**src/rtl/spectrum_classifier.sv**
```systemverilog
// Two-pass spectrum classifier: carrier (global max) search, then local-peak count and sideband spacing.
// Optional SPEC_CLS_SYMM_EN: AM is kept only when the nearest sidebands on both sides are symmetric.
module spectrum_classifier #(
  parameter int unsigned DATA_W       = 16,
  parameter int unsigned ADDR_W       = 8,
  parameter int unsigned DC_SKIP      = 2,
  parameter int unsigned THRESH_SHIFT = 3,
  parameter int unsigned FM_MIN_PEAKS = 4
) (
  input  logic              clk,
  input  logic              rst,
  input  logic              start,
  output logic [ADDR_W-1:0] rd_addr,
  input  logic [DATA_W-1:0] rd_data,
  output logic              busy,
  output logic              done,
  output logic [2:0]        mod_type,
  output logic [ADDR_W-1:0] carrier_bin,
  output logic [DATA_W-1:0] max_mag,
  output logic [ADDR_W-1:0] peak_cnt,
  output logic [ADDR_W-1:0] spacing
);

  localparam int unsigned       HALF      = (2 ** ADDR_W) / 2;
  localparam int unsigned       SCAN_LEN  = HALF - DC_SKIP;
  localparam logic [ADDR_W-1:0] FIRST_BIN = ADDR_W'(DC_SKIP);
  localparam logic [ADDR_W-1:0] LAST_BIN  = ADDR_W'(HALF - 1);
  localparam logic [ADDR_W-1:0] LEN       = ADDR_W'(SCAN_LEN);
  localparam logic [ADDR_W-1:0] LEN_M1    = ADDR_W'(SCAN_LEN - 1);
  localparam logic [ADDR_W-1:0] FM_MIN    = ADDR_W'(FM_MIN_PEAKS);
  localparam logic [ADDR_W-1:0] ONE       = ADDR_W'(1);
  localparam logic [2:0]        MOD_NONE  = 3'b000;
  localparam logic [2:0]        MOD_CW    = 3'b001;
  localparam logic [2:0]        MOD_AM    = 3'b010;
  localparam logic [2:0]        MOD_FM    = 3'b100;

  typedef enum logic [2:0] {
    S_IDLE, S_SCAN_MAX, S_SCAN_PEAK, S_CLASSIFY, S_DONE
  } state_t;

  function automatic logic is_peak(input logic [DATA_W-1:0] p, input logic [DATA_W-1:0] c,
                                   input logic [DATA_W-1:0] n, input logic [DATA_W-1:0] thr,
                                   input logic nz);
    return nz && (c > p) && (c >= n) && (c >= thr);
  endfunction

  function automatic logic [ADDR_W-1:0] absdiff(input logic [ADDR_W-1:0] a,
                                                input logic [ADDR_W-1:0] b);
    return (a > b) ? (a - b) : (b - a);
  endfunction

  state_t              state_q, state_d;
  logic [ADDR_W-1:0]   cnt_q, cnt_d;
  logic [ADDR_W-1:0]   rd_addr_q, rd_addr_d;
  logic                busy_q, busy_d;
  logic                done_q, done_d;
  logic [DATA_W-1:0]   wmax_q, wmax_d;
  logic [ADDR_W-1:0]   wbin_q, wbin_d;
  logic [DATA_W-1:0]   prev_q, prev_d;
  logic [DATA_W-1:0]   cur_q, cur_d;
  logic [ADDR_W-1:0]   pcnt_q, pcnt_d;
`ifdef SPEC_CLS_SYMM_EN
  logic [ADDR_W-1:0]   dl_q, dl_d;
  logic [ADDR_W-1:0]   dr_q, dr_d;
`else
  logic [ADDR_W-1:0]   dmin_q, dmin_d;
`endif
  logic [2:0]          mod_q, mod_d;
  logic [ADDR_W-1:0]   cb_q, cb_d;
  logic [DATA_W-1:0]   mag_q, mag_d;
  logic [ADDR_W-1:0]   pc_q, pc_d;
  logic [ADDR_W-1:0]   sp_q, sp_d;

  logic [DATA_W-1:0]   thr;
  logic                nz;
  logic [ADDR_W-1:0]   samp_bin;
  logic                hit;
  logic [ADDR_W-1:0]   hit_bin;
  logic [ADDR_W-1:0]   hit_dist;

  // rd_data in a cycle with counter j belongs to the bin addressed one cycle earlier
  assign thr      = wmax_q >> THRESH_SHIFT;
  assign nz       = (wmax_q != '0);
  assign samp_bin = FIRST_BIN + cnt_q - ONE;

  always_comb begin
    state_d   = state_q;
    cnt_d     = cnt_q;
    rd_addr_d = rd_addr_q;
    busy_d    = busy_q;
    done_d    = 1'b0;
    wmax_d    = wmax_q;
    wbin_d    = wbin_q;
    prev_d    = prev_q;
    cur_d     = cur_q;
    pcnt_d    = pcnt_q;
`ifdef SPEC_CLS_SYMM_EN
    dl_d      = dl_q;
    dr_d      = dr_q;
`else
    dmin_d    = dmin_q;
`endif
    mod_d     = mod_q;
    cb_d      = cb_q;
    mag_d     = mag_q;
    pc_d      = pc_q;
    sp_d      = sp_q;
    hit       = 1'b0;
    hit_bin   = '0;
    hit_dist  = '0;

    unique case (state_q)
      S_IDLE: begin
        if (start) begin
          state_d   = S_SCAN_MAX;
          cnt_d     = '0;
          rd_addr_d = FIRST_BIN;
          busy_d    = 1'b1;
          wmax_d    = '0;
          wbin_d    = FIRST_BIN;
        end
      end

      S_SCAN_MAX: begin
        cnt_d = cnt_q + ONE;
        if (cnt_q < LEN_M1) rd_addr_d = rd_addr_q + ONE;
        // strict compare keeps the lowest index on ties
        if (cnt_q != '0 && rd_data > wmax_q) begin
          wmax_d = rd_data;
          wbin_d = samp_bin;
        end
        if (cnt_q == LEN) begin
          state_d   = S_SCAN_PEAK;
          cnt_d     = '0;
          rd_addr_d = FIRST_BIN;
          prev_d    = '0;
          cur_d     = '0;
          pcnt_d    = '0;
`ifdef SPEC_CLS_SYMM_EN
          dl_d      = '0;
          dr_d      = '0;
`else
          dmin_d    = '0;
`endif
        end
      end

      S_SCAN_PEAK: begin
        cnt_d = cnt_q + ONE;
        if (cnt_q < LEN_M1) rd_addr_d = rd_addr_q + ONE;
        if (cnt_q != '0) begin
          prev_d = cur_q;
          cur_d  = rd_data;
        end
        // the last sample also closes the top bin, whose upper neighbour reads as 0
        if (cnt_q >= ADDR_W'(2)) begin
          if (is_peak(prev_q, cur_q, rd_data, thr, nz)) begin
            hit     = 1'b1;
            hit_bin = samp_bin - ONE;
          end else if (cnt_q == LEN && is_peak(cur_q, rd_data, {DATA_W{1'b0}}, thr, nz)) begin
            hit     = 1'b1;
            hit_bin = LAST_BIN;
          end
        end
        if (hit) begin
          if (pcnt_q != '1) pcnt_d = pcnt_q + ONE;
          if (hit_bin != wbin_q) begin
            hit_dist = absdiff(hit_bin, wbin_q);
`ifdef SPEC_CLS_SYMM_EN
            if (hit_bin < wbin_q) begin
              if (dl_q == '0 || hit_dist < dl_q) dl_d = hit_dist;
            end else if (dr_q == '0 || hit_dist < dr_q) begin
              dr_d = hit_dist;
            end
`else
            if (dmin_q == '0 || hit_dist < dmin_q) dmin_d = hit_dist;
`endif
          end
        end
        if (cnt_q == LEN) state_d = S_CLASSIFY;
      end

      S_CLASSIFY: begin
        state_d = S_DONE;
        done_d  = 1'b1;
        if (pcnt_q == '0)         mod_d = MOD_NONE;
        else if (pcnt_q == ONE)   mod_d = MOD_CW;
        else if (pcnt_q < FM_MIN) mod_d = MOD_AM;
        else                      mod_d = MOD_FM;
`ifdef SPEC_CLS_SYMM_EN
        if (mod_d == MOD_AM &&
            !(dl_q != '0 && dr_q != '0 && absdiff(dl_q, dr_q) <= ONE)) mod_d = MOD_FM;
        sp_d = (dl_q < dr_q) ? dl_q : dr_q;
`else
        sp_d = dmin_q;
`endif
        cb_d  = wbin_q;
        mag_d = wmax_q;
        pc_d  = pcnt_q;
      end

      S_DONE: begin
        state_d = S_IDLE;
        busy_d  = 1'b0;
      end

      default: state_d = S_IDLE;
    endcase
  end

  always_ff @(posedge clk or posedge rst) begin
    if (rst) begin
      state_q   <= S_IDLE;
      cnt_q     <= '0;
      rd_addr_q <= '0;
      busy_q    <= 1'b0;
      done_q    <= 1'b0;
      wmax_q    <= '0;
      wbin_q    <= '0;
      prev_q    <= '0;
      cur_q     <= '0;
      pcnt_q    <= '0;
`ifdef SPEC_CLS_SYMM_EN
      dl_q      <= '0;
      dr_q      <= '0;
`else
      dmin_q    <= '0;
`endif
      mod_q     <= '0;
      cb_q      <= '0;
      mag_q     <= '0;
      pc_q      <= '0;
      sp_q      <= '0;
    end else begin
      state_q   <= state_d;
      cnt_q     <= cnt_d;
      rd_addr_q <= rd_addr_d;
      busy_q    <= busy_d;
      done_q    <= done_d;
      wmax_q    <= wmax_d;
      wbin_q    <= wbin_d;
      prev_q    <= prev_d;
      cur_q     <= cur_d;
      pcnt_q    <= pcnt_d;
`ifdef SPEC_CLS_SYMM_EN
      dl_q      <= dl_d;
      dr_q      <= dr_d;
`else
      dmin_q    <= dmin_d;
`endif
      mod_q     <= mod_d;
      cb_q      <= cb_d;
      mag_q     <= mag_d;
      pc_q      <= pc_d;
      sp_q      <= sp_d;
    end
  end

  assign rd_addr     = rd_addr_q;
  assign busy        = busy_q;
  assign done        = done_q;
  assign mod_type    = mod_q;
  assign carrier_bin = cb_q;
  assign max_mag     = mag_q;
  assign peak_cnt    = pc_q;
  assign spacing     = sp_q;

endmodule
```
**config.mk**
```make
export PLATFORM = sky130hd
export DESIGN_NAME = spectrum_classifier
export DESIGN_NICKNAME = d
export VERILOG_FILES = /design/src/rtl/spectrum_classifier.sv
export SDC_FILE = /design/constraint.sdc
export NUM_CORES = 1
export LEC_CHECK = 0
export CELL_PAD_IN_SITES_DETAIL_PLACEMENT = 2
export CELL_PAD_IN_SITES_GLOBAL_PLACEMENT = 2
export CORE_UTILIZATION = 38
export CTS_BUF_LIST = sky130_fd_sc_hd__clkbuf_4 sky130_fd_sc_hd__clkbuf_8
export DETAILED_ROUTE_END_ITERATION = 10
export PLACE_DENSITY_LB_ADDON = 0.1
export SLEW_MARGIN = 20
export SYNTH_ARGS = -nofsm -noshare
export SYNTH_HDL_FRONTEND = slang
export SYNTH_SLANG_ARGS = --single-unit
```
**constraint.sdc**
```tcl
create_clock -name clk -period 6.7 [get_ports clk]
set_input_delay 1.005 -clock clk [delete_from_list [all_inputs] [get_ports clk]]
set_output_delay 1.005 -clock clk [all_outputs]
set_load 0.01 [all_outputs]
```
After elaboration in Yosys (flattened, before gate mapping)
Cells that the tools add are included.

word-level totals
  register bits = 136
  output and inout port bits = 53
  input port bits = 19

operators by class
  mux-type cells = 44
  reductions and logical operators = 25
  $add $sub $neg = 8
  $lt $le $gt $ge = 12
  equal/unequal tests = 17

operators with widths
  kind                                                                 count
  2-to-1 mux 8 bit                                                     16
  case mux 16 bit (2 select lines)                                     3
  2-to-1 mux 16 bit                                                    5
  greater-than comparator 16 bit                                       3
  case mux 8 bit (2 select lines)                                      3
  case mux 8 bit (3 select lines)                                      2
  greater-or-equal comparator 16 x 13 -> 1 bit                         2
  adder 8 x 1 -> 8 bit (second input constant)                         3
  2-to-1 mux 3 bit                                                     6
  inequality test 2 bit (second input constant)                        9
  greater-or-equal comparator 16 x 1 -> 1 bit (second input constant)  1
  greater-or-equal comparator 16 bit                                   1
  zero test 8 bit                                                      2
  nonzero test 16 bit                                                  1
  subtractor 8 x 1 -> 8 bit (second input constant)                    2
  subtractor 8 bit                                                     2
  case mux 3 bit (4 select lines)                                      1
  AND reduction 3 bit                                                  3
  adder 2 x 8 -> 8 bit (first input constant)                          1
  equality test 8 x 1 -> 1 bit (second input constant)                 1
  equality test 8 x 7 -> 1 bit (second input constant)                 1
  greater-or-equal comparator 8 x 2 -> 1 bit (second input constant)   1
  greater-than comparator 8 bit                                        1
  logical AND 1 bit                                                    8
  19 further kinds                                                     28

Longest topological paths before layout
Gate-level depths: netlist of run 1.

  depth in word-level cells = 17
  mapped depth = 33
  depth with buffers taken out = 30

Worst setup path after synthesis of run 1
OpenSTA, ideal clock, no wires.

  path kind = in2reg
  start = in rd_data[1]
  end = reg dmin_q[0]
  cell stages on the path = 31
  arrival = 6,361 ps
  setup slack = 214 ps
  library setup time = 125 ps
  required time = 6,575 ps
  path buffers = 4
  cell sequence = ha_1 -> nor2b_1 -> o211ai_1 -> a21oi_1 -> o21ai_0 -> a31oi_1 -> nand4bb_1 -> buf_4 -> a21oi_1 -> clkbuf_1 -> o21ai_1 -> inv_1 -> ha_1 -> buf_2 -> a21oi_1 -> a21oi_1 -> o21ai_4 -> mux2_1 -> a221o_1 -> xnor2_1 -> ha_1 -> nand2_1 -> nor2_1 -> a211oi_1 -> o21ai_1 -> a21oi_1 -> a21oi_1 -> nor3b_1 -> a22o_1 -> buf_2 -> mux2_4

on the way
  cells in the longest elaborated chain, start to end = 15
  elaborated cells between the ends (all ways) = 33
  those cells by class = add/sub (2); order compare (6); eq/ne (4); mux (13); reduce/logical (8)

ends and longest elaborated chain
  element                                                                                         RTL line  source
  start, declared                                                                                 14        input logic [DATA_W-1:0] rd_data,
  greater-than comparator 16 bit                                                                  44        return nz && (c > p) && (c >= n) && (c >= thr);
  logical AND 1 bit (3 in a row)                                                                  44
  logical AND 1 bit                                                                               160       end else if (cnt_q == LEN && is_peak(cur_q, rd_data, {DATA_W{1'b0}}, thr, nz)) begin
  2-to-1 mux 7 bit                                                                                160
  2-to-1 mux 8 bit                                                                                157       if (is_peak(prev_q, cur_q, rd_data, thr, nz)) begin
  2-to-1 mux 8 bit                                                                                156       if (cnt_q >= ADDR_W'(2)) begin
  2-to-1 mux 8 bit                                                                                112       unique case (state_q)
  subtractor 8 bit / greater-than comparator 8 bit (equally long branches)                        49        return (a > b) ? (a - b) : (b - a);
  2-to-1 mux 8 bit                                                                                49
  < comparator 8 bit / 2-to-1 mux 8 bit (equally long branches)                                   176       if (dmin_q == '0 || hit_dist < dmin_q) dmin_d = hit_dist;
  logical OR 1 bit / 2-to-1 mux 8 bit (equally long branches)                                     176, 167
  inequality test 2 bit (no source line) / 2-to-1 mux 8 bit (equally long branches)               -
  AND reduction 5 bit (no source line) / case mux 8 bit (2 select lines) (equally long branches)  -
  end signal, assigned                                                                            249       dmin_q <= dmin_d;
  end, declared                                                                                   66        logic [ADDR_W-1:0] dmin_q, dmin_d;

Several ways; a longest one is shown, not always the timed one. The select of a mux whose other input is x is not followed.
A chain may end at the register's enable or synchronous reset.

Worst setup path in the final report of run 1
  start = in rd_data[15]
  end = reg dmin_q[4]

Same word-level chain as after synthesis.

==> impl_metrics.tcl, run 1 <==
set metrics [dict create \
    crit_type "in2reg" \
    holdPathEnd "peak_cnt[6]" \
    dr_total_vias 7406 \
    placementRows 54 \
    first_iter_violations 257 \
    die_h_um 152 \
    hold_path_depth 2 \
    placedCellCount 1308 \
    tightest_slew_ns 1.04 \
    switching_share_pct 47.0 \
    antenna_found_initial 0 \
    yosysTopAreaCell "dfrtp_1" \
    hold_viol_final 0 \
    syn_to_final_growth_pct 23.6 \
    grt_pass1_vias 8009 \
    p_int_w 0.00327 \
    cap_violations 0 \
    power.share.sequential_pct 21.6 \
    total_leakage_power_nw 4.96 \
    status "finished, final reports clean" \
    core-area_mm2 0.0219 \
    final_common_cell "nand2_1" \
    rr_worst_depth 30 \
    synthTopCellsByArea "dfrtp_1, ha_1, nand2_1" \
    antenna_cells 0 \
    grt.overflow.total 0 \
    final_area_mm2 0.0105 \
    numCtsBuffers 17 \
    required_ns 7.08 \
    drv_slew 0 \
    max_clock_freq_mhz 153 \
    cpPeakStageDelay_ns 0.49 \
    layout.cells.non_filler 1346 \
    p_per_area_mw_per_mm2 586 \
    drc 0 \
    cts_tree "done" \
    clk_pin_slew_worst_paths_ns 0.09 \
    p_clk_share_pct 10.9 \
    setup_viol 0 \
    reg2reg_slack_ns 0.33 \
    r2r_start "cur_q[5]" \
    critical_path_depth 31 \
    fillers 2363 \
    p_sw_w 0.00290 \
    crit_buf_inv 7 \
    port_buffers 71 \
    layout_common_cells "nand2_1, dfrtp_1, ha_1" \
    synth_edf_count 0 \
    die_w_um 152 \
    power_frac_comb_pct 67.5 \
    holdCritStartpoint "peak_cnt[6]" \
    antenna_left 0 \
    wl_um 28400 \
    hpwl_um 19800 \
    arrival_ns 6.91 \
    wl_per_cell_um 21.1 \
    start_kind "input port" \
    cts_max_path_buffers 2 \
    grt_use_total_pct 25.1 \
    synthFlopType "dfrtp_1" \
    clk_latency_ns 0.47 \
    yosysSeqAreaShare_pct 40.0 \
    yosys.cell_types.count 63 \
    synth_top_area_share_pct 40.0 \
    drt_first_pass_iters 4 \
    hp-class "reg2reg" \
    path_delay_family "compound AO/OA/AOI/OAI gates" \
    cp_common_cell "buf_4" \
    syn_area_per_cell_um2 9.11 \
    crit_slowest_cell "clkdlybuf4s50_1" \
    finalSetupTns_ns 0 \
    nets 1177 \
    timing.final.crit_share_pct 97.4 \
    fin_crit_ns 6.53 \
    dieArea_mm2 0.0230 \
    synth_fp_nets 1058 \
    post_dp_cell_area_mm2 0.00988 \
    ys_warn_count 0 \
    drive_gt1_share_pct 14.4 \
    slew_headroom_pct 30.4 \
    gp_congestion 0.838 \
    finClkSkew_ns 0.0181 \
    critPathCaptureType "flip-flop" \
    fin_ws_ns 0.173 \
    cts_hold_buf 0 \
    reg2reg_to "dmin_q[4]" \
    clock_sinks 136 \
    netlist_instances 934 \
    ys_seq_elements 136 \
    ir_drop_v 0.000322 \
    grt_max_degree 89 \
    grt_pass1_wl_um 44000 \
    io_pins 72 \
    htree_num_levels 4 \
    start_util_pct 38.9 \
    cp_max_fo 8 \
    cts_root_buffer "clkbuf_8" \
    synth-async-reset-ratio_pct 100 \
    place_ws_ns -0.495 \
    avgViaCountPerCell 5.50 \
    netlist_area_mm2 0.00851 \
]
-- routing by layer --
metal | part of all wire, % | vias up | global-route usage (%)
li1 | - | 3466 | -
met1 | 47 | 3803 | 33.1
met2 | 49 | 102 | 43.3
met3 | 2.3 | 35 | 3.35
met4 | 1.6 | 0 | 5.54
met5 | 0 | - | 0
-- worst max path at each step --
stage	startpoint	endpoint	slack [ns]
detailed placement	rd_data[6]	dmin_q[2]	-0.49
finish	rd_data[15]	dmin_q[4]	0.17
CTS	rd_data[1]	dmin_q[2]	0.007
global route	rd_data[0]	dmin_q[2]	-0.1
floorplan	rd_data[1]	dmin_q[0]	0.21
global placement	rd_data[6]	dmin_q[2]	-0.30
-- power groups by stage --
| stage | Sequential [W] | Combinational [W] | Clock (W) |
|---|---|---|---|
| 2_1_floorplan | 0.00130 | 0.00208 | 0 |
| 3_3_place_gp | 0.00133 | 0.00328 | 0 |
| 3_5_place_dp | 0.00135 | 0.00345 | 0 |
| 4_1_cts | 0.00134 | 0.00367 | 0.000684 |
| 5_1_grt | 0.00137 | 0.00452 | 0.000720 |
| 6_report | 0.00134 | 0.00417 | 0.000670 |
-- cells in the mapped netlist, types with 4 or more instances --
library cell and number:
a211oi_1 4, a21o_1 15, a21oi_1 42, a31oi_1 8, and2_1 5, and3_1 7, buf_2 10, clkbuf_1 24
dfrtp_1 136, ha_1 103, inv_1 83, mux2_1 6, mux2_4 5, mux2i_1 27, nand2_1 168, nand2b_1 7
nand3_1 14, nand4_1 21, nor2_1 41, nor2b_1 8, nor3_1 4, nor4_1 9, o211ai_1 7, o21ai_0 50
o21ai_1 36, o31ai_1 18, xnor2_1 8, xor2_1 17
-- per-stage QoR --
step | total power [W] | hold slack, ns | util, %
after global placement | 0.00461 | 0.460 | 45.1
after floorplan | 0.00338 | 0.449 | -
after CTS | 0.00569 | 0.489 | 47.1
after global routing | 0.00661 | 0.513 | 48.1
final | 0.00617 | 0.482 | 48.1
after detailed placement | 0.00480 | 0.465 | 45.1
-- registers in the layout, summed over array words and instances, names as in the netlist --
| register | cells |
|---|---|
| mod_type | 3 |
| done | 1 |
| carrier_bin | 8 |
| peak_cnt | 8 |
| spacing | 8 |
| prev_q | 16 |
| wbin_q | 8 |
| wmax_q | 16 |
| busy | 1 |
| cnt_q | 8 |
| max_mag | 16 |
| rd_addr | 8 |
| dmin_q | 8 |
| pcnt_q | 8 |
| cur_q | 16 |
| state_q | 3 |
-- logic make-up (layout without fill, tap and decap cells) --
group	count (synthesis)	after routing	synth area share [%]
simple gates	304	304	16.4
compound gates	201	201	14.4
xor+xnor	25	25	2.57
buf+inv	122	254	5.76
mux	41	41	5.25
fa+ha+maj	105	105	15.6
flops	136	136	40.0
-- worst register-to-register path: cells and delay by family, from the launching register on --
family / cells / cell delay [ns]
AO/OA/AOI/OAI: 14 / 2.75
XOR/XNOR: 1 / 0.25
adder cells (fa/ha/maj): 3 / 0.89
buffers and inverters: 4 / 0.61
flip-flops: 1 / 0.43
multiplexers: 2 / 0.49
AND/OR/NAND/NOR: 6 / 0.84
-- what timing repair did --
| item | in CTS | in global routing |
|---|---|---|
| endpoints found under the setup margin | 8 | 8 |
| gates cloned | 0 | 0 |
| gates resized for setup | 10 | 38 |
| pin swaps | 6 | 22 |
| buffers inserted | 2 | 4 |
-- cell type report --
class	instances	area [µm²]	share of cell area, %
inverter	84	320	3.04
multi-input combinational	676	4860	46.2
sequential	136	3400	32.3
clock inverter	15	128	1.21
timing repair buffer	138	1230	11.7
clock buffer	17	234	2.22
tap	280	350	3.33
(Power assumes the default switching activity.)
==> run 2, diff against run 1 <==
SETUP_SLACK_MARGIN = 0.4   (was not set)
==> impl_metrics.tcl, run 2 (same netlist as run 1, synthesis figures left out) <==
set metrics [dict create \
    status "finished, final reports clean" \
    dr_total_vias 7531 \
    total_leakage_power_nw 5.05 \
    dieArea_mm2 0.0230 \
    tightest_slew_ns 1.14 \
    ir_drop_v 0.000319 \
    start_util_pct 38.9 \
    die_w_um 152 \
    grt_setup_unrepaired "yes" \
    antenna_cells 0 \
    port_buffers 71 \
    fin_util_pct 49.4 \
    drc 0 \
    crit_type "in2reg" \
    cts_max_path_buffers 2 \
    cap_violations 0 \
    layout_common_cells "nand2_1, dfrtp_1, ha_1" \
    hold_viol_final 0 \
    grt_max_degree 81 \
    cpPeakStageDelay_ns 0.35 \
    numCtsBuffers 17 \
    drive_gt1_share_pct 17.5 \
    required_ns 7.08 \
    crit_slowest_cell "ha_1" \
    critPathCaptureType "flip-flop" \
    cts_hold_buf 0 \
    drt_first_pass_iters 4 \
    arrival_ns 6.75 \
    nets 1181 \
    io_pins 72 \
    core-area_mm2 0.0219 \
    cp_max_fo 8 \
    avgViaCountPerCell 5.58 \
    cts_tree "done" \
    die_h_um 152 \
    htree_num_levels 4 \
    place_ws_ns -0.451 \
    grt.overflow.total 0 \
    wl_um 30500 \
    max_clock_freq_mhz 157 \
    fin_crit_ns 6.37 \
    placementRows 54 \
    p_per_area_mw_per_mm2 594 \
    gp_congestion 0.811 \
    fin_ws_ns 0.331 \
    hp-class "reg2reg" \
    grt_use_total_pct 25.9 \
    slew_headroom_pct 24.0 \
    antenna_found_initial 0 \
    clock_sinks 136 \
    syn_to_final_growth_pct 27.0 \
    drv_slew 0 \
    hpwl_um 19700 \
    clk_latency_ns 0.47 \
    first_iter_violations 293 \
    grt_pass1_wl_um 45100 \
    cts_root_buffer "clkbuf_8" \
    final_common_cell "nand2_1" \
    start_kind "input port" \
    wl_per_cell_um 22.6 \
    grt_pass1_vias 8073 \
    finClkSkew_ns 0.0140 \
    clk_pin_slew_worst_paths_ns 0.10 \
    antenna_left 0 \
    setup_viol 0 \
    timing.final.crit_share_pct 95.1 \
]
## run 2: cell types whose count changed in the layout (fill, tap and decap cells not counted), sizes merged
cell,change
clkdlybuf4s50,-14
clkbuf,+8
dlymetal6s2s,+6
buf,+4
bufinv,+1
clkinvlp,-1
## run 2: worst paths after layout
check / start / endpoint / slack [ns] / cells after the start
setup / recovery: rd_data[9] / dmin_q[6] / 0.33 / 32
hold / removal: peak_cnt[3] / peak_cnt[3] / 0.48 / 2
setup reg to reg: cur_q[1] / dmin_q[6] / 0.45 / 32
hold reg to reg: peak_cnt[3] / peak_cnt[3] / 0.48 / 2
max in group asynchronous: rst / state_q[0] / 4.29 / 3
min in group asynchronous: rst / mod_type[0] / 1.06 / 2
## run 2: routing by layer
metal / wire, µm / up-vias / GRT usage (%)
li1: - / 3479 / -
met1: 13500 / 3876 / 33.6
met2: 15700 / 133 / 44.6
met3: 791 / 43 / 3.80
met4: 548 / 0 / 6.93
met5: 0 / - / 0
## run 2: cell type report
cell class / count / area (µm²)
Clock buffer: 17 / 234
Clock inverter: 15 / 155
Fill cell: 2319 / 11100
Inverter: 84 / 320
Multi-Input combinational cell: 676 / 5080
Sequential cell: 136 / 3400
Tap cell: 280 / 350
Timing Repair Buffer: 142 / 1270
## run 2: worst max-delay path: cells and delay by family
kind	cells	cell delay (ns)
AO/OA/AOI/OAI	14	2.19
buffers and inverters	6	0.95
adder cells (fa/ha/maj)	3	0.90
AND/OR/NAND/NOR	6	0.84
multiplexers	2	0.55
XOR/XNOR	1	0.26
## run 2: what timing repair did
action                     CTS  global route
cloned                       0             1
pin swaps                   12            42
resized for setup           35            71
setup buffers                5            11
setup endpoints to repair    8             8
## run 2: metrics by stage
stage                     TNS (ns)  std cells  cell area (µm²)  power (W)  hold slack [ns]
after global placement       -1.69       1301             9830    0.00456            0.461
final                            0       1350            10800    0.00643            0.481
after CTS                        0       1338            10400    0.00584            0.489
after global routing      -0.00328       1350            10800    0.00684            0.510
after detailed placement     -3.26       1301             9830    0.00474            0.464
after floorplan                  0        934             8520    0.00338            0.449
## run 2: where the power goes
part / switching [W] / internal [W] / leakage (nW)
Sequential: 0.000255 / 0.00108 / 1.69
Combinational: 0.00236 / 0.00201 / 3.17
Clock: 0.000410 / 0.000309 / 0.192
Total: 0.00303 / 0.00340 / 5.05
